[src/rtl/partition_splitter.sv]
// Scatters one merged 2*PW x PH row-major region into two PW x PH partitions.
// Optional macro SPLITTER_RELU_EN clamps negative words to zero on the write path.
module partition_splitter #(
  parameter int unsigned PARTITION_WIDTH  = 5,
  parameter int unsigned PARTITION_HEIGHT = 5,
  parameter int unsigned DATA_WIDTH       = 27,
  parameter int unsigned ADDR_WIDTH       = 10,
  parameter int unsigned ADDRESS_IN       = 0,
  parameter int unsigned ADDRESS_0_OUT    = 0,
  parameter int unsigned ADDRESS_1_OUT    = 25,
  parameter int unsigned READ_LATENCY     = 2
) (
  input  logic                  clk,
  input  logic                  reset,
  input  logic                  run,
  input  logic [DATA_WIDTH-1:0] data_in,
  output logic [ADDR_WIDTH-1:0] read_address_out,
  output logic [DATA_WIDTH-1:0] result_out,
  output logic [ADDR_WIDTH-1:0] write_address_out,
  output logic                  write_en_out,
  output logic                  busy_out,
  output logic                  done_out
);

  localparam int unsigned RowCols = 2 * PARTITION_WIDTH;
  localparam int unsigned ColW    = $clog2(RowCols);
  localparam int unsigned RowW    = (PARTITION_HEIGHT > 1) ? $clog2(PARTITION_HEIGHT) : 1;

  localparam logic [ColW-1:0]       ColLast  = ColW'(RowCols - 1);
  localparam logic [ColW-1:0]       ColSplit = ColW'(PARTITION_WIDTH);
  localparam logic [ColW-1:0]       ColOne   = ColW'(1);
  localparam logic [RowW-1:0]       RowLast  = RowW'(PARTITION_HEIGHT - 1);
  localparam logic [RowW-1:0]       RowOne   = RowW'(1);
  localparam logic [ADDR_WIDTH-1:0] AddrOne  = ADDR_WIDTH'(1);

  typedef enum logic [1:0] {StIdle, StRead, StDrain, StDone} state_e;

  state_e                state_q, state_d;
  logic [RowW-1:0]       row_q, row_d;
  logic [ColW-1:0]       col_q, col_d;
  logic [ADDR_WIDTH-1:0] rd_addr_q, rd_addr_d;
  logic                  issue;

  logic [ColW-1:0]       col_local;
  logic [ADDR_WIDTH-1:0] local_addr;
  logic [ADDR_WIDTH-1:0] dest;

  logic [READ_LATENCY:0] vld_q;
  logic [ADDR_WIDTH-1:0] dest_q [READ_LATENCY+1];

  logic                  wr_en_q;
  logic [ADDR_WIDTH-1:0] wr_addr_q;
  logic [DATA_WIDTH-1:0] result_q;
  logic [DATA_WIDTH-1:0] result_d;

  always_comb begin
    state_d   = state_q;
    row_d     = row_q;
    col_d     = col_q;
    rd_addr_d = rd_addr_q;
    issue     = 1'b0;
    unique case (state_q)
      StIdle: begin
        if (run) begin
          state_d   = StRead;
          row_d     = '0;
          col_d     = '0;
          rd_addr_d = ADDR_WIDTH'(ADDRESS_IN);
          issue     = 1'b1;
        end
      end
      StRead: begin
        if (row_q == RowLast && col_q == ColLast) begin
          state_d = StDrain;
        end else begin
          // The merged region is contiguous, so the read address just steps by one.
          issue     = 1'b1;
          rd_addr_d = rd_addr_q + AddrOne;
          if (col_q == ColLast) begin
            col_d = '0;
            row_d = row_q + RowOne;
          end else begin
            col_d = col_q + ColOne;
          end
        end
      end
      StDrain: begin
        if (!(|vld_q)) begin
          state_d = StDone;
        end
      end
      StDone:  state_d = StIdle;
      default: state_d = StIdle;
    endcase
  end

  // Destination is derived from the counters of the read being issued this edge.
  always_comb begin
    col_local  = (col_d >= ColSplit) ? (col_d - ColSplit) : col_d;
    local_addr = ADDR_WIDTH'(row_d) * ADDR_WIDTH'(PARTITION_WIDTH) + ADDR_WIDTH'(col_local);
    dest       = ((col_d >= ColSplit) ? ADDR_WIDTH'(ADDRESS_1_OUT) : ADDR_WIDTH'(ADDRESS_0_OUT))
                 + local_addr;
  end

`ifdef SPLITTER_RELU_EN
  assign result_d = data_in[DATA_WIDTH-1] ? '0 : data_in;
`else
  assign result_d = data_in;
`endif

  always_ff @(posedge clk) begin
    if (reset) begin
      state_q   <= StIdle;
      row_q     <= '0;
      col_q     <= '0;
      rd_addr_q <= '0;
      vld_q     <= '0;
      for (int unsigned i = 0; i <= READ_LATENCY; i++) begin
        dest_q[i] <= '0;
      end
      wr_en_q   <= 1'b0;
      wr_addr_q <= '0;
      result_q  <= '0;
    end else begin
      state_q   <= state_d;
      row_q     <= row_d;
      col_q     <= col_d;
      rd_addr_q <= rd_addr_d;
      // Stage 0 lines up with the registered read address; the last stage with data_in.
      vld_q     <= {vld_q[READ_LATENCY-1:0], issue};
      dest_q[0] <= dest;
      for (int unsigned i = 1; i <= READ_LATENCY; i++) begin
        dest_q[i] <= dest_q[i-1];
      end
      wr_en_q <= vld_q[READ_LATENCY];
      if (vld_q[READ_LATENCY]) begin
        wr_addr_q <= dest_q[READ_LATENCY];
        result_q  <= result_d;
      end
    end
  end

  assign read_address_out  = rd_addr_q;
  assign write_en_out      = wr_en_q;
  assign write_address_out = wr_addr_q;
  assign result_out        = result_q;
  assign busy_out          = (state_q == StRead) || (state_q == StDrain);
  assign done_out          = (state_q == StDone);

endmodule

[config.mk]
export PLATFORM = sky130hd
export DESIGN_NAME = partition_splitter
export DESIGN_NICKNAME = d
export VERILOG_FILES = /design/src/rtl/partition_splitter.sv
export SDC_FILE = /design/constraint.sdc
export NUM_CORES = 1
export LEC_CHECK = 0
export ABC_AREA = 1
export BUFFER_PORTS_ARGS = -buffer_cell sky130_fd_sc_hd__buf_2
export CAP_MARGIN = 0
export CORE_MARGIN = 1
export CORE_UTILIZATION = 31
export DETAILED_ROUTE_END_ITERATION = 8
export GPL_ROUTABILITY_DRIVEN = 1
export PLACE_DENSITY = 0.56
export SLEW_MARGIN = 20
export SYNTH_ARGS = -nofsm -noshare
export SYNTH_HDL_FRONTEND = slang
export SYNTH_SLANG_ARGS = --single-unit
[constraint.sdc]
create_clock -name clk -period 5 [get_ports clk]
set_clock_uncertainty 0.05 [all_clocks]
set_input_delay 0.5 -clock clk [delete_from_list [all_inputs] [get_ports clk]]
set_output_delay 0.5 -clock clk [all_outputs]
set_load 0.02 [all_outputs]
==> impl_metrics.json <==
{
  "crit_start": "col_q[0]",
  "gp_congestion": 0.825,
  "cp-end-kind": "register",
  "slew_violations": 0,
  "cellPowerDensity_mw_per_mm2": 412,
  "post_cts_buffers": 0,
  "tns_ns": 0,
  "htreeDepth": 3,
  "synth_edf_count": 0,
  "clk_pin_slew_ns": 0.06,
  "fin_area_sq_mm": 0.00437,
  "period_minus_slack_ns": 4.28,
  "setup_slack_ns": 0.725,
  "vias": 3112,
  "synth.top_cell.area_share_pct": 43.5,
  "pin_count": 80,
  "num_rows": 38,
  "grtUsageTotal_pct": 13.4,
  "routed_wl_um": 7540,
  "pre_cts_ws_ns": 0.762,
  "crit_end": "dest_q[0][5]",
  "antenna_found_initial": 0,
  "drv_cap": 0,
  "async_flop_share_pct": 0,
  "cts_resized": 0,
  "layout-drive-gt1-share_pct": 20.5,
  "worstPathMaxFanout": 8,
  "drt_first_pass_iters": 4,
  "synth_common_cells": "nor2_1 (110), dfxtp_1 (78), inv_1 (64), nand2_1 (57), o21ai_0 (44)",
  "combPwrFrac_pct": 26.2,
  "final.period_utilization_pct": 85.5,
  "intPower_mw": 1.19,
  "synthTopCellsByArea": "dfxtp_1 (44%), nor2_1 (12%), ha_1 (8.4%)",
  "nets": 608,
  "clock-sinks": 78,
  "worstSetupStartpointType": "register",
  "clock_power_share_pct": 33.9,
  "ys_ff_latch": 78,
  "worst_pin_slew_ns": 1.05,
  "slew_headroom_pct": 30.1,
  "postRouteAntennaNets": 0,
  "rsz0062_at_grt": "false",
  "p_leak_nw": 2.22,
  "route.detailed.drc": 0,
  "syn-cell-area_sq_mm": 0.00359,
  "synth_cell_types": 29,
  "synth_fa_ha_area_share_pct": 10.6,
  "netlist_instances": 477,
  "peakVddDrop_v": 0.000201,
  "drtIter0Drc": 163,
  "synthSimpleGateAreaFrac_pct": 25.4,
  "cp.arrival_ns": 4.44,
  "fmax_mhz": 234,
  "cts.path.max_buffers": 2,
  "synth.most_common_cell": "nor2_1",
  "synthXorXnorAreaFrac_pct": 0.732,
  "postPlaceCellArea_sq_mm": 0.00408,
  "start_util_pct": 32.4,
  "finalPower_mw": 1.80,
  "antenna_cells": 0,
  "area_growth_pct": 21.9,
  "grt_pass1_vias": 2866,
  "r2r-end": "dest_q[0][5]",
  "dp.cells": 679,
  "synth_compound_area_share_pct": 10.2,
  "fin_cells": 695,
  "synthFlopType": "dfxtp_1",
  "seq_area_frac_synth_pct": 43.5,
  "p_sw_share_pct": 33.8,
  "r2r_slack_ns": 0.72,
  "worstRegToRegCells": 25,
  "core_sq_mm": 0.0111,
  "yosysWarnings": 0,
  "final_hold_viol_count": 0,
  "required_ns": 5.17,
  "grt_remaining_overflow": 0,
  "syn_area_per_cell_sq_um": 7.52,
  "die_x_um": 110,
  "worst_hold_path_type": "input port to register",
  "wl_per_cell_um": 10.9,
  "port_buffers": 76,
  "yosysTopAreaCell": "dfxtp_1",
  "routed_via_density": 4.48,
  "power_switching_mw": 0.608,
  "timing.rr.start": "col_q[0]",
  "hold_buffers": 0,
  "setup_viol": 0,
  "clk-insertion-delay-late_ns": 0.33,
  "grt_max_degree": 41,
  "hold_ws_ns": 0.334,
  "numCtsBuffers": 9,
  "cts_tree": "done",
  "worstSetupPathType": "register to register",
  "synth_top_family_by_area": "simple AND/OR/NAND/NOR gates",
  "hpwl_um": 5390,
  "muxShareOfSynthArea_pct": 0,
  "final_util_pct": 39.5,
  "seq_power_share_pct": 39.9,
  "dieArea_sq_mm": 0.0120,
  "cts_root_buffer": "clkbuf_16",
  "grt_pass1_wl_um": 12600,
  "die_h_um": 110,
  "status": "completed"
}
-- registers in the layout, indices dropped and copies added (netlist names) --
name	cells
result_out	27
dest_q	21
read_address_out	10
write_address_out	7
col_q	4
row_q	3
vld_q	3
state_q	2
write_en_out	1
-- worst max-delay path, cell delays in order, from the launching register on --
cell and delay [ns]:
dfxtp_1 0.48, ha_1 0.23, nand2_1 0.09, nor2_4 0.21
nor2_2 0.07, nand2_1 0.08, nand2_1 0.06, nor2_2 0.16
ha_1 0.17, inv_1 0.05, or2_2 0.26, nand2_1 0.13
nor2_1 0.07, nand2_1 0.06, nand2_1 0.05, inv_1 0.06
fa_1 0.44, fa_1 0.51, inv_1 0.04, ha_1 0.31
inv_1 0.09, nor2_1 0.04, o21ai_0 0.13, nand2_1 0.08
o21ai_0 0.15, a21oi_1 0.06
-- power by group through the flow --
stage	logic [mW]	registers, mW	clock network [mW]
detailed placement	0.473	0.731	0
global route	0.535	0.728	0.662
floorplan	0.319	0.758	0
global placement	0.463	0.729	0
CTS	0.476	0.718	0.633
finish	0.471	0.718	0.611
-- how the worst min path moves through the flow --
stage,cells after the start,slack (ns),end,start
2_1_floorplan,2,0.34,dest_q[1][0],dest_q[0][0]
3_3_place_gp,2,0.34,dest_q[1][6],dest_q[0][6]
3_5_place_dp,2,0.35,dest_q[2][2],dest_q[1][2]
4_1_cts,3,0.33,result_out[13],data_in[13]
5_1_grt,3,0.34,result_out[6],data_in[6]
6_report,3,0.33,result_out[13],data_in[13]
-- per-layer routing --
layer | GRT usage, % | share of wire (%) | up-vias
met3 | 3.68 | 5.8 | 9
li1 | - | - | 1629
met1 | 15.9 | 47 | 1411
met4 | 5.14 | 1.1 | 0
met2 | 22.9 | 46 | 63
met5 | 0 | 0 | -
-- cell families after synthesis --
kind of cell | after synthesis
and+or+nand+nor | 210
buffers and inverters | 87
DFF | 78
AOI/OAI and AO/OA | 70
adders and majority gates | 28
xor gates and xnor gates | 3
other | 1
-- cells in the final DEF, fill, tap and decap left out --
master / instances
nand2_2: 3
nor2_1: 110
o21ai_1: 4
conb_1: 3
a22oi_2: 1
and2_1: 1
clkinv_1: 1
nand2_4: 2
ha_1: 24
dfxtp_2: 1
nand3_1: 16
nor2_2: 2
clkbuf_16: 9
inv_2: 4
o21ai_2: 2
nor2_4: 3
dfxtp_1: 77
nand3b_1: 1
inv_1: 64
nand4_1: 10
clkinv_4: 1
nor3_1: 3
or2_2: 1
nand3_4: 1
clkbuf_8: 2
clkinv_2: 2
clkinvlp_4: 2
a21oi_1: 19
buf_2: 76
nand2_1: 57
o21ai_0: 44
fa_1: 4
buf_4: 2
xor2_1: 3
-- layout make-up --
class	instances	area, sq um
tap	140	175
sequential	78	1560
multi-input combinational	314	1690
fill	1157	6710
clock inverter	5	33.8
inverter	69	259
timing repair buffer	78	395
clock buffer	11	253
Power figures use the tool's default switching activity.
